### src/rtl/uart_port_arbiter.sv
// Purpose: shares one UartComm byte FIFO pair among PORTS requesters using header+payload framing.
// Latency: TX ack N+2 cycles after req is seen (N payload bytes); RX rx_valid one cycle after last byte pop.
// Backpressure: sendable low freezes TX in place; receivable low stalls RX and runs the timeout in R_BODY.
module uart_port_arbiter #(
   parameter int PORTS   = 2,
   parameter int TIMEOUT = 100000
) (
   input  logic                CLK,
   input  logic                RST_N,
   input  logic [PORTS-1:0]    req,
   input  logic [64*PORTS-1:0] req_data,
   input  logic [3*PORTS-1:0]  req_len,
   output logic [PORTS-1:0]    ack,
   output logic [PORTS-1:0]    rx_valid,
   output logic [63:0]         rx_data,
   output logic [2:0]          rx_len,
   output logic [7:0]          err_cnt,
   output logic                send_flag,
   output logic [7:0]          send_data,
   input  logic                sendable,
   output logic                recv_flag,
   input  logic [7:0]          recv_data,
   input  logic                receivable
);
   localparam int TW = (TIMEOUT > 2) ? $clog2(TIMEOUT) : 1;

   typedef enum logic [1:0] {T_IDLE, T_HEAD, T_BODY} tx_state_t;
   typedef enum logic {R_HEAD, R_BODY} rx_state_t;

   tx_state_t t_state, t_next;
   rx_state_t r_state, r_next;

   logic [1:0]       last_grant;
   logic             gnt_vld;
   logic [1:0]       gnt_id;
   logic [63:0]      gnt_data;
   logic [2:0]       gnt_len;
   logic [63:0]      tx_data;
   logic [2:0]       tx_len;
   logic [2:0]       tx_idx;
   logic [1:0]       tx_id;
   logic             tx_last;
   logic [PORTS-1:0] tx_ack_dec;

   logic [1:0]       rx_id;
   logic [2:0]       rx_lenr;
   logic [2:0]       rx_idx;
   logic [63:0]      rx_asm;
   logic [63:0]      rx_asm_nxt;
   logic [TW-1:0]    idle_cnt;
   logic             rx_last;
   logic             rx_port_ok;
   logic             rx_timeout;
   logic             rx_err;
   logic [PORTS-1:0] rx_dec;

   assign tx_last    = (tx_idx == tx_len);
   assign rx_last    = (rx_idx == rx_lenr);
   assign rx_port_ok = (int'(rx_id) < PORTS);
   assign rx_timeout = (idle_cnt == TW'(TIMEOUT - 1));
   assign rx_err     = (r_state == R_BODY) &&
                       ((receivable && rx_last && !rx_port_ok) || (!receivable && rx_timeout));

   // Round-robin pick: nearest requester after last_grant wins; last_grant itself is lowest priority.
   always_comb begin
      gnt_vld  = 1'b0;
      gnt_id   = '0;
      gnt_data = '0;
      gnt_len  = '0;
      for (int k = PORTS; k >= 1; k--) begin
         for (int p = 0; p < PORTS; p++) begin
            if (req[p] && (p == (int'(last_grant) + k) % PORTS)) begin
               gnt_vld  = 1'b1;
               gnt_id   = 2'(p);
               gnt_data = req_data[64*p +: 64];
               gnt_len  = req_len[3*p +: 3];
            end
         end
      end
   end

   // One-hot port decodes for the ack and rx_valid pulses, plus the RX byte insertion.
   always_comb begin
      tx_ack_dec = '0;
      rx_dec     = '0;
      for (int p = 0; p < PORTS; p++) begin
         tx_ack_dec[p] = (tx_id == 2'(p));
         rx_dec[p]     = (rx_id == 2'(p));
      end
      rx_asm_nxt = rx_asm;
      rx_asm_nxt[{rx_idx, 3'b000} +: 8] = recv_data;
   end

   // TX next state and push strobe; header while in T_HEAD, indexed payload byte in T_BODY.
   always_comb begin
      t_next    = t_state;
      send_flag = 1'b0;
      send_data = 8'h00;
      case (t_state)
         T_IDLE: if (gnt_vld) t_next = T_HEAD;
         T_HEAD: begin
            send_flag = sendable;
            send_data = {tx_id, 3'b000, tx_len};
            if (sendable) t_next = T_BODY;
         end
         T_BODY: begin
            send_flag = sendable;
            send_data = tx_data[{tx_idx, 3'b000} +: 8];
            if (sendable && tx_last) t_next = T_IDLE;
         end
         default: t_next = T_IDLE;
      endcase
   end

   // RX next state and pop strobe; every available byte is consumed in either state.
   always_comb begin
      r_next    = r_state;
      recv_flag = 1'b0;
      case (r_state)
         R_HEAD: begin
            recv_flag = receivable;
            if (receivable) r_next = R_BODY;
         end
         R_BODY: begin
            recv_flag = receivable;
            if (receivable) begin
               if (rx_last) r_next = R_HEAD;
            end else if (rx_timeout) begin
               r_next = R_HEAD;
            end
         end
         default: r_next = R_HEAD;
      endcase
   end

   // State registers for the two independent FSMs.
   always_ff @(posedge CLK or negedge RST_N) begin
      if (!RST_N) begin
         t_state <= T_IDLE;
         r_state <= R_HEAD;
      end else begin
         t_state <= t_next;
         r_state <= r_next;
      end
   end

   // TX datapath: latch the granted packet, step the byte index, pulse ack after the last byte.
   always_ff @(posedge CLK or negedge RST_N) begin
      if (!RST_N) begin
         last_grant <= 2'(PORTS - 1);
         tx_data    <= '0;
         tx_len     <= '0;
         tx_id      <= '0;
         tx_idx     <= '0;
         ack        <= '0;
      end else begin
         ack <= '0;
         if (t_state == T_IDLE && gnt_vld) begin
            last_grant <= gnt_id;
            tx_id      <= gnt_id;
            tx_data    <= gnt_data;
            tx_len     <= gnt_len;
            tx_idx     <= '0;
         end
         if (t_state == T_BODY && sendable) begin
            if (tx_last) begin
               ack    <= tx_ack_dec;
               tx_idx <= '0;
            end else begin
               tx_idx <= tx_idx + 3'd1;
            end
         end
      end
   end

   // RX datapath: parse header, assemble payload, deliver or drop, run the inter-byte timeout.
   always_ff @(posedge CLK or negedge RST_N) begin
      if (!RST_N) begin
         rx_id    <= '0;
         rx_lenr  <= '0;
         rx_idx   <= '0;
         rx_asm   <= '0;
         idle_cnt <= '0;
         rx_valid <= '0;
         rx_data  <= '0;
         rx_len   <= '0;
         err_cnt  <= '0;
      end else begin
         rx_valid <= '0;
         case (r_state)
            R_HEAD: begin
               idle_cnt <= '0;
               if (receivable) begin
                  rx_id   <= recv_data[7:6];
                  rx_lenr <= recv_data[2:0];
                  rx_asm  <= '0;
                  rx_idx  <= '0;
               end
            end
            R_BODY: begin
               if (receivable) begin
                  idle_cnt <= '0;
                  rx_asm   <= rx_asm_nxt;
                  if (rx_last) begin
                     rx_idx <= '0;
                     if (rx_port_ok) begin
                        rx_valid <= rx_dec;
                        rx_data  <= rx_asm_nxt;
                        rx_len   <= rx_lenr;
                     end
                  end else begin
                     rx_idx <= rx_idx + 3'd1;
                  end
               end else if (rx_timeout) begin
                  idle_cnt <= '0;
               end else begin
                  idle_cnt <= idle_cnt + TW'(1);
               end
            end
            default: idle_cnt <= '0;
         endcase
         if (rx_err && err_cnt != 8'hFF) err_cnt <= err_cnt + 8'd1;
      end
   end

endmodule

### config.mk
export PLATFORM = sky130hd
export DESIGN_NAME = uart_port_arbiter
export DESIGN_NICKNAME = d
export VERILOG_FILES = /design/src/rtl/uart_port_arbiter.sv
export SDC_FILE = /design/constraint.sdc
export NUM_CORES = 1
export LEC_CHECK = 0
export ABC_AREA = 1
export BUFFER_PORTS_ARGS = -buffer_cell sky130_fd_sc_hd__buf_2
export CORE_ASPECT_RATIO = 1.2
export CORE_MARGIN = 10
export CORE_UTILIZATION = 45
export CTS_BUF_LIST = sky130_fd_sc_hd__clkbuf_2 sky130_fd_sc_hd__clkbuf_4 sky130_fd_sc_hd__clkbuf_8
export DETAILED_ROUTE_END_ITERATION = 8
export PLACE_DENSITY = 0.78
export SETUP_SLACK_MARGIN = 0.2
export SLEW_MARGIN = 20
export SYNTH_ARGS = -nofsm -noshare
export SYNTH_HDL_FRONTEND = slang
export SYNTH_SLANG_ARGS = --single-unit
export TNS_END_PERCENT = 5
### constraint.sdc
create_clock -name CLK -period 3.13 [get_ports CLK]
set_input_delay 0.626 -clock CLK [delete_from_list [all_inputs] [get_ports CLK]]
set_output_delay 0.626 -clock CLK [all_outputs]
set_load 0.005 [all_outputs]
==> report_table.html, run 1 <==
<table>
<tr><th>Metric</th><th>Value</th></tr>
<tr><th colspan="2">Detailed routing</th></tr>
<tr><td>Number of DRC violations after detailed-routing iteration 0</td><td>825</td></tr>
<tr><td>Total wire length</td><td>34700 um</td></tr>
<tr><td>Remaining design rule violation count</td><td>0</td></tr>
<tr><td>Post-DRT Antenna Nets</td><td>0</td></tr>
<tr><td>Iteration count of the initial detailed-routing pass</td><td>5</td></tr>
<tr><td>Vias per inst</td><td>5.14</td></tr>
<tr><td>Vias after detailed routing</td><td>10981</td></tr>
<tr><td>Average wire length per cell after detail routing</td><td>16.2 um</td></tr>
<tr><th colspan="2">Setup path</th></tr>
<tr><td>Worst-case reg-to-reg path depth</td><td>10</td></tr>
<tr><td>Worst Path Class, Setup</td><td>flip-flop to output pin</td></tr>
<tr><td>Critical path required time</td><td>2.50 ns</td></tr>
<tr><td>Crit-path slowest cell</td><td>dfrtp_1</td></tr>
<tr><td>Endpoint of the most critical register-to-register path</td><td>rx_asm[38]</td></tr>
<tr><td>Crit start category</td><td>flip-flop</td></tr>
<tr><td>Worst flop-to-flop path startpoint</td><td>rx_idx[0]</td></tr>
<tr><td>Largest driver fanout on the critical path</td><td>52</td></tr>
<tr><td>Critical path's largest stage delay</td><td>0.42 ns</td></tr>
<tr><td>Worst reg-to-reg setup slack</td><td>0.40 ns</td></tr>
<tr><td>Top cell by count, worst path</td><td>o21ai_0</td></tr>
<tr><td>Critical path endpoint category</td><td>output pin</td></tr>
<tr><td>Critical-path cell list</td><td>buf_8, o21ai_0, o22ai_1, o21ai_0, nor2_1, buf_2</td></tr>
<tr><td>CP Data Arrival Time</td><td>2.25 ns</td></tr>
<tr><th colspan="2">Floorplanning</th></tr>
<tr><td>Vertical die dimension</td><td>198 um</td></tr>
<tr><td>Number of placement rows</td><td>65</td></tr>
<tr><td>Area of the die</td><td>33400 um^2</td></tr>
<tr><td>IO Pins</td><td>237</td></tr>
<tr><td>Core area</td><td>26200 um^2</td></tr>
<tr><td>Die extent in x</td><td>169 um</td></tr>
<tr><td>Initial cell density of the core</td><td>45.5%</td></tr>
<tr><th colspan="2">Power and ir drop</th></tr>
<tr><td>P per Cell Area</td><td>837 nW/um^2</td></tr>
<tr><td>Leakage power of the design</td><td>7.55 nW</td></tr>
<tr><td>PnR Total Power</td><td>11.9 mW</td></tr>
<tr><td>Peak VDD IR</td><td>0.396 mV</td></tr>
<tr><th colspan="2">Clock network</th></tr>
<tr><td>Clk sink count</td><td>243</td></tr>
<tr><td>Cts bufs inserted</td><td>41</td></tr>
<tr><td>Level count of the clock H-tree</td><td>2</td></tr>
<tr><td>Clk Latency, worst-skew pair</td><td>0.54 ns</td></tr>
<tr><td>Maximum buffer depth of the clock tree</td><td>3</td></tr>
<tr><td>Post-CTS setup buffer count</td><td>0</td></tr>
<tr><td>Hold_buf cts</td><td>0</td></tr>
<tr><td>Clock slew at the register clock pins of the worst setup and hold paths</td><td>0.06 ns</td></tr>
<tr><td>Clock tree from TritonCTS</td><td>built</td></tr>
<tr><td>Root buffer cell</td><td>clkbuf_8</td></tr>
<tr><th colspan="2">Synthesis</th></tr>
<tr><td>Sequential area share after synthesis</td><td>51.0%</td></tr>
<tr><td>Top flip-flop cell by instance count after synthesis</td><td>dfrtp_1</td></tr>
<tr><td>Portion of synthesized cell area occupied by the leading cell type</td><td>50.8%</td></tr>
<tr><td>Library cells used by synthesis</td><td>36</td></tr>
<tr><td>Cell area after technology mapping</td><td>11900 um^2</td></tr>
<tr><td>Number of cells produced by synthesis</td><td>1551</td></tr>
<tr><td>Number of enable flip-flop cells after synthesis</td><td>0</td></tr>
<tr><td>Share of synthesized registers carrying an async set or reset</td><td>100%</td></tr>
<tr><td>Cell types with the largest area share after synthesis</td><td>dfrtp_1, nand2_1, nand3_1</td></tr>
<tr><td>Syn. warnings</td><td>0</td></tr>
<tr><td>Mean area per synthesized cell</td><td>7.68 um^2</td></tr>
<tr><td>Number of synthesized register bits</td><td>243</td></tr>
<tr><td>Library cell occupying the most area in the post-synthesis netlist</td><td>dfrtp_1</td></tr>
<tr><td>Synthesized netlist net count</td><td>1713</td></tr>
<tr><th colspan="2">Cells and area</th></tr>
<tr><td>Sequential cell area in the final layout</td><td>6080 um^2</td></tr>
<tr><td>Total Nets Final</td><td>1931</td></tr>
<tr><td>Diodes inserted</td><td>0</td></tr>
<tr><td>Synth-to-Final Area Change</td><td>19.5%</td></tr>
<tr><td>Share of post-route cells with drive strength above 1</td><td>19.3%</td></tr>
<tr><td>Multi-input logic area</td><td>4950 um^2</td></tr>
<tr><td>Total of fill cells in the finished design</td><td>2450</td></tr>
<tr><th colspan="2">Flow run</th></tr>
<tr><td>Number of violations of the max-capacitance limit</td><td>0</td></tr>
<tr><th colspan="2">Placement</th></tr>
<tr><td>Estimated wirelength of the detail-placed design</td><td>25000 um</td></tr>
<tr><td>PortBufs</td><td>236</td></tr>
<tr><td>Worst Setup Slack post-DPL</td><td>0.454 ns</td></tr>
<tr><td>Gpl congestion</td><td>0.916</td></tr>
<tr><th colspan="2">Global routing</th></tr>
<tr><td>Remaining global-route overflow</td><td>0</td></tr>
<tr><td>Pin count of the biggest net entering global routing</td><td>66</td></tr>
<tr><td>Combined global-route utilization of all metal layers</td><td>20.2%</td></tr>
<tr><td>Vias in the first global route</td><td>10940</td></tr>
<tr><td>Antenna violations before repair</td><td>0</td></tr>
<tr><td>First-pass GRT wire length</td><td>56200 um</td></tr>
<tr><th colspan="2">Timing</th></tr>
<tr><td>Unrepaired setup endpoints after global routing</td><td>yes</td></tr>
<tr><td>Worst slew pin tran</td><td>0.845 ns</td></tr>
<tr><td>Slew Limit Fails</td><td>0</td></tr>
<tr><td>Number of failing setup endpoints in the final timing report</td><td>0</td></tr>
<tr><td>Final Worst Setup Slack</td><td>0.249 ns</td></tr>
<tr><td>Final cycle utilization of the critical path</td><td>92.0%</td></tr>
<tr><td>Max-Slew Margin vs Limit</td><td>43.6%</td></tr>
<tr><td>FMAX</td><td>0.347 GHz</td></tr>
<tr><td>Min cycle time layout</td><td>2.88 ns</td></tr>
<tr><td>Final Hold Viols</td><td>0</td></tr>
<tr><td>Smallest hold slack</td><td>0.0298 ns</td></tr>
<tr><td>Setup clock skew after layout</td><td>0.0184 ns</td></tr>
<tr><td>Final-layout setup total negative slack</td><td>0 ns</td></tr>
<tr><th colspan="2">Run status</th></tr>
<tr><td>Result of the run</td><td>complete, no violations</td></tr>
<tr><th colspan="2">Hold path</th></tr>
<tr><td>Hold WC Path Type</td><td>input port to asynchronous set/reset pin</td></tr>
</table>
what timing repair did:
item / CTS / global route
gates cloned: 0 / 0
endpoints found under the setup margin: 2 / 19
resized for setup: 4 / 1
layer usage:
layer | global-route usage [%] | part of all wire [%] | vias up
li1 | - | - | 5386
met1 | 24.4 | 41 | 5103
met2 | 34.0 | 48 | 407
met3 | 4.84 | 6.9 | 85
met4 | 7.71 | 3.4 | 0
met5 | 0 | 0 | -
how the worst max path moves through the flow:
stage / slack (ns) / from / end
2_1_floorplan: 0.90 / rx_idx[0] / rx_asm[32]
3_3_place_gp: 0.55 / rx_idx[0] / rx_data[35]
3_5_place_dp: 0.45 / rx_idx[0] / rx_data[33]
4_1_cts: 0.21 / tx_idx[0] / send_data[4]
5_1_grt: 0.13 / tx_idx[0] / send_data[3]
6_report: 0.25 / tx_idx[0] / send_data[4]
worst max-delay path, delay by kind of cell, from the launching register on:
kind / cells / cell delay [ns]
flip-flops: 1 / 0.42
AO/OA/AOI/OAI: 3 / 0.66
buffers and inverters: 2 / 0.45
AND/OR/NAND/NOR: 1 / 0.18
cell families after synthesis:
family / Yosys count / synth area share [%]
AOI/OAI and AO/OA: 230 / 10.4
xor gates and xnor gates: 15 / 1.10
and+or+nand+nor: 831 / 28.5
buffers and inverters: 218 / 7.52
adders and majority gates: 14 / 1.47
DFF: 243 / 51.0
sequential cells by signal (all words and copies together) (netlist names), 3 cells and up:
| register | cells |
|---|---|
| idle_cnt | 17 |
| rx_idx | 3 |
| rx_lenr | 3 |
| rx_asm | 64 |
| tx_idx | 3 |
| rx_data | 64 |
| rx_len | 3 |
| tx_len | 3 |
| err_cnt | 8 |
| tx_data | 64 |
layout by cell type (no fill, tap or decap), types with 2 or more instances in the layout:
cell type   Yosys  layout
clkbuf_8        0      50
o21ai_1        13      13
nand3_1       146     145
o21ai_0       128     128
buf_2          16     235
xor2_1          8       8
o22ai_1        15      15
nand3_2         1       2
nor2_4          1       2
clkbuf_4        0      18
nor3_1          7       7
dfrtp_1       242     242
nand4_1         6       6
buf_12          0       4
nor2_1        118     117
clkinv_2        0       6
nand2_1       544     544
inv_1         135     133
nand2_2         2       2
clkinvlp_4      0       3
ha_1           14      14
buf_4           2      12
inv_2           2       3
xnor2_1         7       7
buf_8           0       2
a21oi_1        46      46
o211ai_1       24      24
o21bai_1        2       2
stage by stage:
| step | std cells | instance area [um^2] | util [%] |
|---|---|---|---|
| 2_1_floorplan | 1551 | 11900 | - |
| 3_3_place_gp | 2060 | 13300 | 50.9 |
| 3_5_place_dp | 2061 | 13300 | 51.0 |
| 4_1_cts | 2137 | 14200 | 54.3 |
| 5_1_grt | 2137 | 14200 | 54.4 |
| 6_report | 2137 | 14200 | 54.4 |
area by class of cell:
type                            count  share of cell area (%)
Inverter                          139                    3.73
Clock inverter                      8                   0.316
Multi-Input combinational cell   1090                    34.8
Clock buffer                       68                    5.78
Sequential cell                   243                    42.7
Tap cell                          335                    2.94
Timing Repair Buffer              254                    9.75
power breakdown:
| part | internal [mW] | switching, mW |
|---|---|---|
| clock network | 1.66 | 1.28 |
| registers | 4.12 | 0.541 |
| logic | 1.43 | 2.88 |
| total | 7.22 | 4.70 |
synth_stat cells, types with 2 or more instances:
| library cell | n |
|---|---|
| a21oi_1 | 46 |
| buf_1 | 2 |
| buf_2 | 16 |
| buf_4 | 2 |
| buf_6 | 6 |
| clkbuf_1 | 53 |
| dfrtp_1 | 242 |
| ha_1 | 14 |
| inv_1 | 135 |
| inv_2 | 2 |
| nand2_1 | 544 |
| nand2_2 | 2 |
| nand3_1 | 146 |
| nand4_1 | 6 |
| nor2_1 | 118 |
| nor3_1 | 7 |
| o211ai_1 | 24 |
| o21ai_0 | 128 |
| o21ai_1 | 13 |
| o21bai_1 | 2 |
| o22ai_1 | 15 |
| xnor2_1 | 7 |
| xor2_1 | 8 |
(Power assumes the default switching activity.)
==> inputs of run 2 (changes only) <==
BUFFER_PORTS_ARGS = -buffer_cell sky130_fd_sc_hd__buf_4   (was -buffer_cell sky130_fd_sc_hd__buf_2)
CTS_CLUSTER_DIAMETER = 80   (was not set)
==> report_table.html, run 2 (synthesis gave the netlist of run 1 again) <==
<table>
<tr><th>Metric</th><th>Value</th></tr>
<tr><th colspan="2">Cells and area</th></tr>
<tr><td>Final standard cell count with taps included and fillers excluded</td><td>2137 (unchanged)</td></tr>
<tr><td>Total Nets Final</td><td>1938 (+0.36%)</td></tr>
<tr><td>Leading cell types in the layout, fill and taps excluded</td><td>nand2_1, buf_4, dfrtp_1</td></tr>
<tr><td>Diodes inserted</td><td>0 (unchanged)</td></tr>
<tr><td>Registers with the most flip-flops</td><td>rx_asm x64, rx_data x64, tx_data x64</td></tr>
<tr><td>Total of fill cells in the finished design</td><td>2380 (-2.9%)</td></tr>
<tr><td>Share of post-route cells with drive strength above 1</td><td>19.1% (-0.11 points)</td></tr>
<tr><td>Final design utilization</td><td>56.6% (+2.3 points)</td></tr>
<tr><td>Synth-to-Final Area Change</td><td>24.5%</td></tr>
<tr><td>Leading cell type in the layout, fill and taps excluded</td><td>nand2_1</td></tr>
<tr><th colspan="2">Setup path</th></tr>
<tr><td>Crit start category</td><td>flip-flop</td></tr>
<tr><td>CP Data Arrival Time</td><td>2.14 ns (-0.11 ns)</td></tr>
<tr><td>Number of buffers and inverters on the critical path</td><td>2 (unchanged)</td></tr>
<tr><td>Largest driver fanout on the critical path</td><td>52 (unchanged)</td></tr>
<tr><td>Worst Path Class, Setup</td><td>flip-flop to output pin</td></tr>
<tr><td>Crit-path slowest cell</td><td>dfrtp_1</td></tr>
<tr><td>Critical path required time</td><td>2.50 ns (about the same)</td></tr>
<tr><td>Critical-path cell list</td><td>buf_12, o21ai_0, o22ai_1, o21ai_0, nor2_1, buf_4</td></tr>
<tr><td>Top cell by count, worst path</td><td>o21ai_0</td></tr>
<tr><td>Critical path's largest stage delay</td><td>0.43 ns (about the same)</td></tr>
<tr><td>Worst path top cell family by delay</td><td>compound AO/OA/AOI/OAI gates</td></tr>
<tr><td>Critical path endpoint category</td><td>output pin</td></tr>
<tr><th colspan="2">Detailed routing</th></tr>
<tr><td>Vias per inst</td><td>5.19 (+0.92%)</td></tr>
<tr><td>Number of DRC violations after detailed-routing iteration 0</td><td>847 (+2.7%)</td></tr>
<tr><td>Post-DRT Antenna Nets</td><td>0 (unchanged)</td></tr>
<tr><td>Total wire length</td><td>35400 um (+2.1%)</td></tr>
<tr><td>Vias after detailed routing</td><td>11082 (+0.92%)</td></tr>
<tr><td>Average wire length per cell after detail routing</td><td>16.6 um (+2.1%)</td></tr>
<tr><td>Iteration count of the initial detailed-routing pass</td><td>5 (unchanged)</td></tr>
<tr><td>Remaining design rule violation count</td><td>0 (unchanged)</td></tr>
<tr><th colspan="2">Flow run</th></tr>
<tr><td>Number of violations of the max-capacitance limit</td><td>0 (unchanged)</td></tr>
<tr><th colspan="2">Timing</th></tr>
<tr><td>Unrepaired setup endpoints after global routing</td><td>no</td></tr>
<tr><td>Final Hold Viols</td><td>0 (unchanged)</td></tr>
<tr><td>Worst slew pin tran</td><td>1.04 ns (+0.198 ns)</td></tr>
<tr><td>Min cycle time layout</td><td>2.77 ns (-0.113 ns)</td></tr>
<tr><td>FMAX</td><td>0.361 GHz (+4.1%)</td></tr>
<tr><td>Setup clock skew after layout</td><td>0.0377 ns (+0.0193 ns)</td></tr>
<tr><td>Final-layout setup total negative slack</td><td>0 ns (unchanged)</td></tr>
<tr><td>Number of failing setup endpoints in the final timing report</td><td>0 (unchanged)</td></tr>
<tr><td>Max-Slew Margin vs Limit</td><td>30.5% (-13 points)</td></tr>
<tr><td>Final cycle utilization of the critical path</td><td>88.4% (-3.6 points)</td></tr>
<tr><td>Slew Limit Fails</td><td>0 (unchanged)</td></tr>
<tr><th colspan="2">Global routing</th></tr>
<tr><td>Pin count of the biggest net entering global routing</td><td>99 (+50%)</td></tr>
<tr><td>Antenna violations before repair</td><td>0 (unchanged)</td></tr>
<tr><td>Combined global-route utilization of all metal layers</td><td>20.3% (+0.18 points)</td></tr>
<tr><td>Vias in the first global route</td><td>11044 (+0.95%)</td></tr>
<tr><td>First-pass GRT wire length</td><td>56600 um (+0.79%)</td></tr>
<tr><td>Remaining global-route overflow</td><td>0 (unchanged)</td></tr>
<tr><th colspan="2">Clock network</th></tr>
<tr><td>Maximum buffer depth of the clock tree</td><td>3 (unchanged)</td></tr>
<tr><td>Root buffer cell</td><td>clkbuf_8</td></tr>
<tr><td>Clock slew at the register clock pins of the worst setup and hold paths</td><td>0.06 ns (about the same)</td></tr>
<tr><td>Clk sink count</td><td>243 (unchanged)</td></tr>
<tr><td>Cts bufs inserted</td><td>41 (unchanged)</td></tr>
<tr><td>Clock tree from TritonCTS</td><td>built</td></tr>
<tr><td>Level count of the clock H-tree</td><td>2 (unchanged)</td></tr>
<tr><td>Clk Latency, worst-skew pair</td><td>0.55 ns (about the same)</td></tr>
<tr><th colspan="2">Power and ir drop</th></tr>
<tr><td>Leakage power of the design</td><td>7.68 nW (+1.7%)</td></tr>
<tr><td>PnR Total Power</td><td>12.0 mW (+0.94%)</td></tr>
<tr><td>Peak VDD IR</td><td>0.432 mV (+9.0%)</td></tr>
<tr><td>P per Cell Area</td><td>812 nW/um^2 (-3.1%)</td></tr>
<tr><th colspan="2">Placement</th></tr>
<tr><td>PortBufs</td><td>236 (unchanged)</td></tr>
<tr><td>Placed Cells incl. Taps</td><td>2063 (+0.097%)</td></tr>
<tr><td>Estimated wirelength of the detail-placed design</td><td>25400 um (+1.8%)</td></tr>
<tr><td>Gpl congestion</td><td>0.922 (+0.66%)</td></tr>
<tr><th colspan="2">Floorplanning</th></tr>
<tr><td>Initial cell density of the core</td><td>45.5% (unchanged)</td></tr>
<tr><td>IO Pins</td><td>237 (unchanged)</td></tr>
<tr><td>Core area</td><td>26200 um^2 (unchanged)</td></tr>
<tr><td>Die extent in x</td><td>169 um (unchanged)</td></tr>
<tr><td>Vertical die dimension</td><td>198 um (unchanged)</td></tr>
<tr><td>Number of placement rows</td><td>65 (unchanged)</td></tr>
<tr><td>Area of the die</td><td>33400 um^2 (unchanged)</td></tr>
<tr><th colspan="2">Hold path</th></tr>
<tr><td>Hold WC Path Type</td><td>input port to flip-flop</td></tr>
<tr><th colspan="2">Run status</th></tr>
<tr><td>Result of the run</td><td>complete, no violations</td></tr>
</table>
[run 2: cell type report]
type                    count  area (um^2)  share of cell area, %
clock buffers              64          781                   5.26
multi-input cells        1090         4940                   33.3
clock inverters             5         41.3                  0.278
flip-flops and latches    243         6080                   41.0
inverters                 139          531                   3.58
repair buffers            261         2030                   13.7
well taps                 335          419                   2.83
[run 2: tightest hold or removal path, cell delays in order]
cell     delay [ns]
buf_4          0.08
nand2_1        0.04
nand3_1        0.06
[run 2: where the power goes]
group / total (mW) / internal (mW) / switching (mW)
logic: 4.52 / 1.67 / 2.85
clock network: 2.84 / 1.58 / 1.26
registers: 4.68 / 4.12 / 0.557
total: 12.0 / 7.38 / 4.66
[run 2: path summary, 6_finish.rpt]
check | start | endpoint | slack (ns) | cells after the start
worst max-delay path | tx_idx[0] | send_data[4] | 0.36 | 6
worst min-delay path | req_data[100] | tx_data[36] | 0.30 | 3
worst max register to register | rx_idx[0] | rx_data[35] | 0.44 | 10
worst min register to register | rx_id[0] | rx_valid[0] | 0.42 | 1
max in group asynchronous | RST_N | rx_data[52] | 1.76 | 3
min in group asynchronous | RST_N | tx_data[30] | 0.56 | 2
[run 2: timing repair]
item                       CTS  global route
setup endpoints to repair    2             2
hold endpoints to repair    27             0
hold buffers                 1             0
pin swaps                    0             0
setup buffers                0             4
gates resized for setup      2             3
[run 2: through the flow]
step	hold slack (ns)	instance area, um^2	setup WS [ns]
final	0.304	14800	0.362
after global routing	0.278	14800	0.252
after CTS	0.278	14800	0.202
after detailed placement	0.417	14000	0.478
after global placement	0.414	13900	0.615
after floorplan	0.330	11900	0.904
[run 2: layer usage]
metal	track usage [%]	wire length, um	up-vias
met5	0	0	-
met4	7.17	1060	0
met3	4.90	2580	74
met2	34.7	17200	409
met1	24.5	14500	5203
li1	-	-	5396
